### src/rtl/mips_pkg.sv
// ---------------------------------------------------------------------------
// mips_pkg
// Shared definitions for the multicycle MIPS controller:
//   - state_t    : FSM state encoding (also exported on the debug state port)
//   - op_t       : instruction opcode field values (instr[31:26])
//   - funct_t    : R-type function field values (instr[5:0])
//   - alucont_t  : ALU operation codes, identical to the ALU's own encoding
//   - srcb_t     : ALU B operand select codes
//   - pcsrc_t    : next-PC select codes
//   - ctrl_t     : bundle of per-state datapath controls
// ---------------------------------------------------------------------------
package mips_pkg;

  typedef enum logic [3:0] {
    S_FETCH   = 4'd0,
    S_DECODE  = 4'd1,
    S_MEMADR  = 4'd2,
    S_MEMRD   = 4'd3,
    S_MEMWB   = 4'd4,
    S_MEMWR   = 4'd5,
    S_RTYPEEX = 4'd6,
    S_RTYPEWB = 4'd7,
    S_BEQEX   = 4'd8,
    S_ADDIEX  = 4'd9,
    S_ADDIWB  = 4'd10,
    S_JEX     = 4'd11,
    S_ORIEX   = 4'd12,
    S_ORIWB   = 4'd13
  } state_t;

  typedef enum logic [5:0] {
    OP_RTYPE = 6'b000000,
    OP_J     = 6'b000010,
    OP_BEQ   = 6'b000100,
    OP_ADDI  = 6'b001000,
    OP_ORI   = 6'b001101,
    OP_LW    = 6'b100011,
    OP_SW    = 6'b101011
  } op_t;

  typedef enum logic [5:0] {
    F_ADD = 6'b100000,
    F_SUB = 6'b100010,
    F_AND = 6'b100100,
    F_OR  = 6'b100101,
    F_NOR = 6'b100111,
    F_SLT = 6'b101010
  } funct_t;

  typedef enum logic [2:0] {
    ALU_AND  = 3'b000,
    ALU_OR   = 3'b001,
    ALU_ADD  = 3'b010,
    ALU_NAND = 3'b100,
    ALU_NOR  = 3'b101,
    ALU_SUB  = 3'b110,
    ALU_SLT  = 3'b111
  } alucont_t;

  typedef enum logic [1:0] {
    SRCB_REG   = 2'b00,
    SRCB_FOUR  = 2'b01,
    SRCB_IMM   = 2'b10,
    SRCB_IMMSH = 2'b11
  } srcb_t;

  typedef enum logic [1:0] {
    PC_ALU    = 2'b00,
    PC_ALUOUT = 2'b01,
    PC_JUMP   = 2'b10
  } pcsrc_t;

  // Plain logic fields so that both enum constants and the R-type decoder
  // result can be assigned without casts.
  typedef struct packed {
    logic       iord;
    logic       irwrite;
    logic       memwrite;
    logic       regdst;
    logic       memtoreg;
    logic       regwrite;
    logic       alusrca;
    logic [1:0] alusrcb;
    logic [1:0] pcsrc;
    logic [2:0] alucont;
    logic       pcwrite;
    logic       branch;
  } ctrl_t;

endpackage

### src/rtl/alu_decoder.sv
// ---------------------------------------------------------------------------
// alu_decoder
// Combinational R-type function-field decoder.
// Ports:
//   funct   in  [FUNCT_WIDTH-1:0]  instruction funct field
//   alucont out [2:0]              ALU operation for that funct (ADD if unknown)
//   valid   out                    1 when funct is a supported R-type operation
// ---------------------------------------------------------------------------
module alu_decoder
  import mips_pkg::*;
#(
  parameter int FUNCT_WIDTH = 6
) (
  input  logic [FUNCT_WIDTH-1:0] funct,
  output logic [2:0]             alucont,
  output logic                   valid
);

  // NOTE: every output of a combinational block gets a default before the
  // case statement; a path that leaves one unassigned infers a latch.
  always_comb begin
    alucont = ALU_ADD;
    valid   = 1'b1;
    case (funct)
      F_ADD:   alucont = ALU_ADD;
      F_SUB:   alucont = ALU_SUB;
      F_AND:   alucont = ALU_AND;
      F_OR:    alucont = ALU_OR;
      F_NOR:   alucont = ALU_NOR;
      F_SLT:   alucont = ALU_SLT;
      default: valid   = 1'b0;
    endcase
  end

endmodule

### src/rtl/mips_controller.sv
// ---------------------------------------------------------------------------
// mips_controller
// Moore-style control FSM for a multicycle MIPS datapath. Every output is a
// decode of the registered state, with two exceptions: pcen also looks at
// the live ALU zero flag, and in RTYPEEX alucont comes from the funct field.
//
// Ports:
//   clk         in   rising-edge clock
//   reset_n     in   synchronous active-low reset (returns to FETCH)
//   op          in   [FUNCT_WIDTH-1:0] opcode, instr[31:26]
//   funct       in   [FUNCT_WIDTH-1:0] R-type function, instr[5:0]
//   zero        in   ALU zero flag
//   alucont     out  [2:0] ALU operation
//   iord, irwrite, memwrite, regdst, memtoreg, regwrite, alusrca
//               out  datapath controls
//   alusrcb     out  [1:0] ALU B select
//   pcsrc       out  [1:0] next-PC select
//   pcen        out  PC write enable = pcwrite | (branch & zero)
//   immext      out  immediate extension (0 sign, 1 zero)
//   illegal_op  out  one-cycle pulse, visible in the FETCH cycle that
//                    follows a rejected opcode or funct
//   state       out  [3:0] current state code, for debug
//
// Build option: define CTRL_ORI_EN to add ori (ORIEX/ORIWB states and the
// zero-extended immediate). Without it ori is illegal and immext is 0.
// ---------------------------------------------------------------------------
module mips_controller
  import mips_pkg::*;
#(
  parameter int FUNCT_WIDTH = 6
) (
  input  logic                   clk,
  input  logic                   reset_n,
  input  logic [FUNCT_WIDTH-1:0] op,
  input  logic [FUNCT_WIDTH-1:0] funct,
  input  logic                   zero,
  output logic [2:0]             alucont,
  output logic                   iord,
  output logic                   irwrite,
  output logic                   memwrite,
  output logic                   regdst,
  output logic                   memtoreg,
  output logic                   regwrite,
  output logic                   alusrca,
  output logic [1:0]             alusrcb,
  output logic [1:0]             pcsrc,
  output logic                   pcen,
  output logic                   immext,
  output logic                   illegal_op,
  output logic [3:0]             state
);

  state_t state_q, state_d;
  logic   illegal_q, illegal_d;
  ctrl_t  ctrl;
  logic [2:0] rtype_alucont;
  logic       funct_ok;
`ifdef CTRL_ORI_EN
  logic       immext_d;
`endif

  alu_decoder #(.FUNCT_WIDTH(FUNCT_WIDTH)) u_alu_decoder (
    .funct   (funct),
    .alucont (rtype_alucont),
    .valid   (funct_ok)
  );

  // The illegal flag is registered rather than decoded from op in DECODE so
  // that illegal_op stays a pure function of registered state; it is seen
  // during the FETCH cycle the FSM falls back to. Reset clears it, so an
  // instruction abandoned by reset never reports.
  // NOTE: state registers use non-blocking assignment so every flop samples
  // the pre-edge values; blocking here would create ordering races.
  always_ff @(posedge clk) begin
    if (!reset_n) begin
      state_q   <= S_FETCH;
      illegal_q <= 1'b0;
    end else begin
      state_q   <= state_d;
      illegal_q <= illegal_d;
    end
  end

  always_comb begin
    ctrl         = '0;
    ctrl.alucont = ALU_ADD;
    state_d      = S_FETCH;
    illegal_d    = 1'b0;
`ifdef CTRL_ORI_EN
    immext_d     = 1'b0;
`endif

    case (state_q)
      S_FETCH: begin
        ctrl.irwrite = 1'b1;
        ctrl.pcwrite = 1'b1;
        ctrl.alusrcb = SRCB_FOUR;
        ctrl.pcsrc   = PC_ALU;
        state_d      = S_DECODE;
      end

      S_DECODE: begin
        // Branch target is computed here, ahead of knowing the opcode.
        ctrl.alusrcb = SRCB_IMMSH;
        case (op)
          OP_LW, OP_SW: state_d = S_MEMADR;
          OP_RTYPE:     state_d = S_RTYPEEX;
          OP_BEQ:       state_d = S_BEQEX;
          OP_ADDI:      state_d = S_ADDIEX;
          OP_J:         state_d = S_JEX;
`ifdef CTRL_ORI_EN
          OP_ORI:       state_d = S_ORIEX;
`endif
          default:      illegal_d = 1'b1;
        endcase
      end

      S_MEMADR: begin
        ctrl.alusrca = 1'b1;
        ctrl.alusrcb = SRCB_IMM;
        // Only lw and sw reach this state.
        state_d      = (op == OP_SW) ? S_MEMWR : S_MEMRD;
      end

      S_MEMRD: begin
        ctrl.iord = 1'b1;
        state_d   = S_MEMWB;
      end

      S_MEMWB: begin
        ctrl.memtoreg = 1'b1;
        ctrl.regwrite = 1'b1;
      end

      S_MEMWR: begin
        ctrl.iord     = 1'b1;
        ctrl.memwrite = 1'b1;
      end

      S_RTYPEEX: begin
        ctrl.alusrca = 1'b1;
        ctrl.alusrcb = SRCB_REG;
        ctrl.alucont = rtype_alucont;
        // An unknown funct never reaches write-back, so no register is
        // corrupted by an undefined ALU result.
        if (funct_ok) state_d   = S_RTYPEWB;
        else          illegal_d = 1'b1;
      end

      S_RTYPEWB: begin
        ctrl.regdst   = 1'b1;
        ctrl.regwrite = 1'b1;
      end

      S_BEQEX: begin
        ctrl.alusrca = 1'b1;
        ctrl.alusrcb = SRCB_REG;
        ctrl.alucont = ALU_SUB;
        ctrl.pcsrc   = PC_ALUOUT;
        ctrl.branch  = 1'b1;
      end

      S_ADDIEX: begin
        ctrl.alusrca = 1'b1;
        ctrl.alusrcb = SRCB_IMM;
        state_d      = S_ADDIWB;
      end

      S_ADDIWB: begin
        ctrl.regwrite = 1'b1;
      end

      S_JEX: begin
        ctrl.pcsrc   = PC_JUMP;
        ctrl.pcwrite = 1'b1;
      end

`ifdef CTRL_ORI_EN
      S_ORIEX: begin
        ctrl.alusrca = 1'b1;
        ctrl.alusrcb = SRCB_IMM;
        ctrl.alucont = ALU_OR;
        immext_d     = 1'b1;
        state_d      = S_ORIWB;
      end

      S_ORIWB: begin
        ctrl.regwrite = 1'b1;
      end
`endif

      default: begin
        // Unused codes fall back to FETCH with all controls idle.
      end
    endcase
  end

  assign alucont    = ctrl.alucont;
  assign iord       = ctrl.iord;
  assign irwrite    = ctrl.irwrite;
  assign memwrite   = ctrl.memwrite;
  assign regdst     = ctrl.regdst;
  assign memtoreg   = ctrl.memtoreg;
  assign regwrite   = ctrl.regwrite;
  assign alusrca    = ctrl.alusrca;
  assign alusrcb    = ctrl.alusrcb;
  assign pcsrc      = ctrl.pcsrc;
  assign pcen       = ctrl.pcwrite | (ctrl.branch & zero);
  assign illegal_op = illegal_q;
  assign state      = state_q;
`ifdef CTRL_ORI_EN
  assign immext     = immext_d;
`else
  assign immext     = 1'b0;
`endif

endmodule

### config.mk
export PLATFORM = sky130hd
export DESIGN_NAME = mips_controller
export DESIGN_NICKNAME = d
export VERILOG_FILES = /design/src/rtl/mips_pkg.sv /design/src/rtl/alu_decoder.sv /design/src/rtl/mips_controller.sv
export SDC_FILE = /design/constraint.sdc
export NUM_CORES = 1
export LEC_CHECK = 0
export ABC_CLOCK_PERIOD_IN_PS = 1800
export CORE_ASPECT_RATIO = 0.75
export CORE_MARGIN = 2
export CORE_UTILIZATION = 32
export DETAILED_ROUTE_END_ITERATION = 7
export PLACE_DENSITY_LB_ADDON = 0.08
export SLEW_MARGIN = 20
export SYNTH_ARGS = -nofsm -noshare
export SYNTH_HDL_FRONTEND = slang
export SYNTH_SLANG_ARGS = --single-unit
### constraint.sdc
create_clock -name clk -period 1.8 [get_ports clk]
set_clock_uncertainty 0.1 [all_clocks]
set_input_delay 0.54 -clock clk [delete_from_list [all_inputs] [get_ports clk]]
set_output_delay 0.54 -clock clk [all_outputs]
set_load 0.02 [all_outputs]
Word-level counts from Yosys, hierarchy flattened
Cells that the tools add are included. W data, S select, Z words.

Reductions and logical operators: 10. Bitwise logic cells: 2. Muxes and demuxes: 21. Equal/unequal tests: 22.

Operators by type and width (count): $eq A6 B6 Y1 const B (8); $pmux W4 S6 (1); $pmux W4 S5 (1); $eq A4 B3 Y1 const B (4); $eq A4 B4 Y1 const B (4); $pmux W3 S5 (1); $mux W1 (12); $reduce_or A6 Y1 (2); $eq A4 B2 Y1 const B (2); $reduce_or A2 Y1 (4); $eq A6 B2 Y1 const B (1); $eq A6 B3 Y1 const B (1); $eq A6 B4 Y1 const B (1); $logic_not A6 Y1 (1); $mux W3 (2); $pmux W2 S3 (1); $pmux W3 S2 (1); $eq A4 B1 Y1 const B (1); $logic_not A4 Y1 (1); $pmux W2 S2 (1); $reduce_or A4 Y1 (1); $reduce_or A3 Y1 (1); $pmux W1 S2 (1); $and A1 B1 Y1 (1); $or A1 B1 Y1 (1).

Input port bits: 15. Logic and storage cells: 57. Register bits after elaboration: 5. Output and inout port bits: 21.

Longest topological paths before layout
Depth in word-level cells: 5. Gate-level depth with buffers: 4. Gate-level depth less buffers: 4.

Cells and area by module
A second synthesis with hierarchy kept.

Cell total of the unflattened synthesis: 86. Area, all modules: 614.3 um^2.

Modules (own cells, without submodules): mips_controller (seq. area each 100.1 um^2, area each 511.7 um^2, cells an instance 74, times used 1); alu_decoder (seq. area each 0.0 um^2, area each 102.6 um^2, cells an instance 12, times used 1).

Least setup slack after synthesis
OpenSTA, ideal clock, no wires.

Path type: reg-to-output. Start point: register state_q[1] (netlist: state[1]). End point: output alucont[2]. Arrival: 1.480 ns. Buffers on the path: 1. Required time: 1.160 ns. Stages on the path, launching flop included: 4. Setup slack: -0.320 ns. Path through: dfxtp_1 clkbuf_1 nor3_1 a31o_2.

Longest elaborated chain between the ends: 2. Elaborated cells between the ends (all ways): 3. Classes of those cells: 2 x eq/ne; 1 x mux.

Ends and longest elaborated chain: start, declared (line mips_controller.sv:53) `state_t state_q, state_d;`; start signal, assigned (line mips_controller.sv:79) `state_q <= state_d;`; $eq A4 B4 Y1 / $eq A4 B3 Y1 (equally long branches) (line mips_controller.sv:93) `case (state_q)`; $pmux W3 S2 (*) (line mips_controller.sv:93); end, declared (line mips_controller.sv:37) `output logic [2:0] alucont,`.

Mark *: on every way between the ends. The rest lies on a longest branch, timed or not.

Worst setup path after layout
Start point: register state_q[0] (netlist: state[0]). End point: output alucont[2].

The elaborated chain is that of the path after synthesis.

==> PnR_summary.wiki <==
{| class="wikitable"
! Metric !! Value
|-
| DRC || 0
|-
| Antenna violations before repair || 0
|-
| Proportion of synthesized area in mux cells || 3.829%
|-
| Leakage component of the power || 0.7107 nW
|-
| Critical-path maximum fanout || 3
|-
| Antenna Nets Post-Route || 0
|-
| Class of the most critical hold timing path || reg2reg
|-
| Run status || finished, violations left
|-
| Number of DRC markers after the initial detailed-route iteration || 64
|-
| Clk_lat worst skew || 0.27 ns
|-
| Hold Startpoint || state[2]$_SDFF_PN0_
|-
| Area fraction of the dominant cell type after synthesis || 18.02%
|-
| Library cell with the largest summed area after synthesis || dfxtp_1
|-
| Maximum number of pins on one net before global-route repair || 15
|-
| Clock slew seen by the registers of the worst setup and hold paths || 0.07 ns
|-
| Max Clk Rate || 0.4603 GHz
|-
| Mean cell area of the mapped netlist || 6.858 um2
|-
| Data required time at the worst endpoint || 1.16 ns
|-
| Critical path capture point type || output pin
|-
| Util after Layout || 93.88%
|-
| Unrepaired setup endpoints after global routing || true
|-
| Clock tree from TritonCTS || yes
|-
| Remaining global-route overflow || 0
|-
| Min cycle time layout || 2.172 ns
|-
| Synthesis warning total || 0
|-
| Standard cell area after detailed placement || 1176 um2
|-
| Slowest CP cell || nor4_4
|-
| WP data arrival || 1.53 ns
|-
| Cell depth of the worst min-delay path || 2
|-
| Weighted congestion reported at the end of routability-driven placement || 0.8534
|-
| Register bit total from synthesis || 5
|-
| Crit path kind || reg2out
|-
| Setup slack of the critical path after layout || -0.3723 ns
|-
| Rows || 13
|-
| Bufs on Longest Clock Path || 2
|-
| Number of buffers added on ports || 34
|-
| Share of the yosys chip area belonging to registers || 18.02%
|-
| Number of cells in the finished layout apart from fillers || 184
|-
| Synth Area in XOR/XNOR || 4.730%
|-
| Core ar. || 1675 um2
|-
| Final worst hold slack || 0.5097 ns
|-
| Per-cell via count in the routed design || 5.891
|-
| Area growth from synthesis to layout || 183.1%
|-
| Leading cell type by number of instances after synthesis || nor2_1
|-
| Hold-fix buffer count after cts || 0
|-
| Largest family of logic cells by synthesized area || simple AND/OR/NAND/NOR gates
|-
| Routed Wire Length || 3990 um
|-
| Asr flop ratio synth || 0%
|-
| Number of buffers created by CTS || 3
|-
| Die Wd || 52.11 um
|-
| Number of optimization iterations in the first detailed-route pass || 4
|-
| Diode count || 0
|-
| Clock Tree Root || clkbuf_4
|-
| Fin. max-slew vios || 0
|-
| IO Pins || 36
|-
| Number of placed cells counting well taps || 157
|-
| Post-synthesis cell count || 81
|-
| Startpoint kind of the worst setup timing path || register
|-
| Summed negative setup slack over all endpoints || -4.020 ns
|-
| Tcrit/Tclk final || 120.7%
|-
| Slack of the worst reg-to-reg path || 0.09 ns
|-
| Worst Setup Slack post-DPL || -1.163 ns
|-
| Area of the mapped netlist || 555.5 um2
|-
| Endpoints failing setup || 20
|-
| Setup crit start || state[0]$_SDFF_PN0_
|-
| Final-report hold violation count || 0
|-
| Leading post-synthesis cells by cell area || dfxtp_1, nor3_1, nand2b_1, nor2_1, a31oi_1
|-
| Count of max-cap constraint violations || 0
|-
| Violated checks || negative setup slack
|-
| Critical path's largest stage delay || 0.35 ns
|-
| Number of synthesized flops with an enable pin || 0
|-
| Most used flip-flop cell after synthesis || dfxtp_1
|-
| Share of layout cells above drive strength 1 || 67.28%
|-
| Starting density of the core || 33.16%
|-
| Die H || 40.09 um
|-
| Summed area of non-filler cells in the final layout || 1573 um2
|-
| Total via count in the routed design || 1,084
|-
| Overall power || 516.5 uW
|-
| All-Layer GR Usage || 28.41%
|-
| Vias in the first global route || 901
|-
| Worst reg2reg path startpoint || state[1]$_SDFF_PN0_
|-
| Post-synthesis adder-cell area fraction || 0%
|-
| Routed wirelength normalized by instance count || 21.68 um
|-
| Highest ir drop seen on vdd || 0.2325 mV
|-
| Net count, final || 178
|-
| Half-perimeter wire length after detailed placement || 1672 um
|-
| Synthesized net count || 96
|-
| Die area || 2089 um2
|-
| Total number of H-tree levels || 1
|-
| Synth cell types || 37
|-
| Post-synthesis simple-gate area fraction || 43.02%
|-
| Wire length of the first global-routing pass || 4209 um
|-
| Share of the synthesized area in compound gates (AO/OA/AOI/OAI) || 24.32%
|-
| Power per cell area || 328.4 nW/um2
|-
| Sequence of cells on the critical path || nand2b_4, nor4_4, buf_4, a31o_4, buf_6
|-
| Synth cell count leaders || nor2_1, nor3_1, dfxtp_1, nand2b_1, o21ai_0
|-
| Number of cells on the worst reg-to-reg path || 8
|-
| Sinks on Clock Net || 5
|}
==> worst max-delay path, delay by kind of cell (launching register included) <==
family / cells / cell delay (ns)
flip-flops: 1 / 0.33
buffers and inverters: 2 / 0.30
AND/OR/NAND/NOR: 2 / 0.52
AO/OA/AOI/OAI: 1 / 0.14
==> path summary, 6_finish.rpt <==
kind / end
worst min-delay path: state[3]$_SDFF_PN0_
worst max register to register: illegal_op$_SDFF_PN0_
worst max-delay path: alucont[2]
worst min register to register: state[3]$_SDFF_PN0_
==> layer usage <==
metal	routed length, um	track usage, %
met3	334	5.597
met2	1969	56.65
met4	180	1.974
met5	0	0
met1	1506	33.33
==> cell families after synthesis <==
group,Yosys count
buf+inv,7
simple gates,42
compound gates,21
xor+xnor,3
mux,2
flops,5
other cells,1
==> flip-flops by register name, summed over array words and instances (netlist names) <==
| register | flops |
|---|---|
| illegal_op | 1 |
| state | 4 |
==> timing repair <==
item                                   4_1_cts  5_1_grt
endpoints found under the hold margin        0        0
gates resized for setup                    137       56
buffers inserted                             9       18
setup endpoints to repair                   24       24
cloned                                       1        0
pin swaps                                   17       16
==> area by class of cell <==
cell class | count | area [um2]
inverters | 2 | 7.507
multi-input cells | 69 | 631.9
clock buffers | 4 | 26.28
flip-flops and latches | 5 | 112.6
repair buffers | 82 | 767.0
fillers | 51 | 102.6
well taps | 22 | 27.53
==> cells in the final DEF, fill, tap and decap left out, drive strengths merged, types with 2 or more instances in the layout <==
cell,synthesis,routed
a21oi,3,3
a31oi,4,4
buf,1,69
clkbuf,4,7
dfxtp,5,5
dlygate4sd2,0,7
dlymetal6s2s,0,2
inv,2,2
nand2,4,4
nand2b,5,5
nand3b,2,2
nand4,2,2
nor2,8,8
nor2b,2,2
nor3,7,7
nor4,3,3
o21ai,6,6
or3b,2,2
xor2,2,2
==> power by group <==
group | internal [mW] | switching [mW] | total (mW)
clock network | 0.0852 | 0.0704 | 0.156
registers | 0.112 | 0.00419 | 0.116
logic | 0.119 | 0.126 | 0.245
total | 0.316 | 0.200 | 0.517
(Power assumes the default switching activity.)
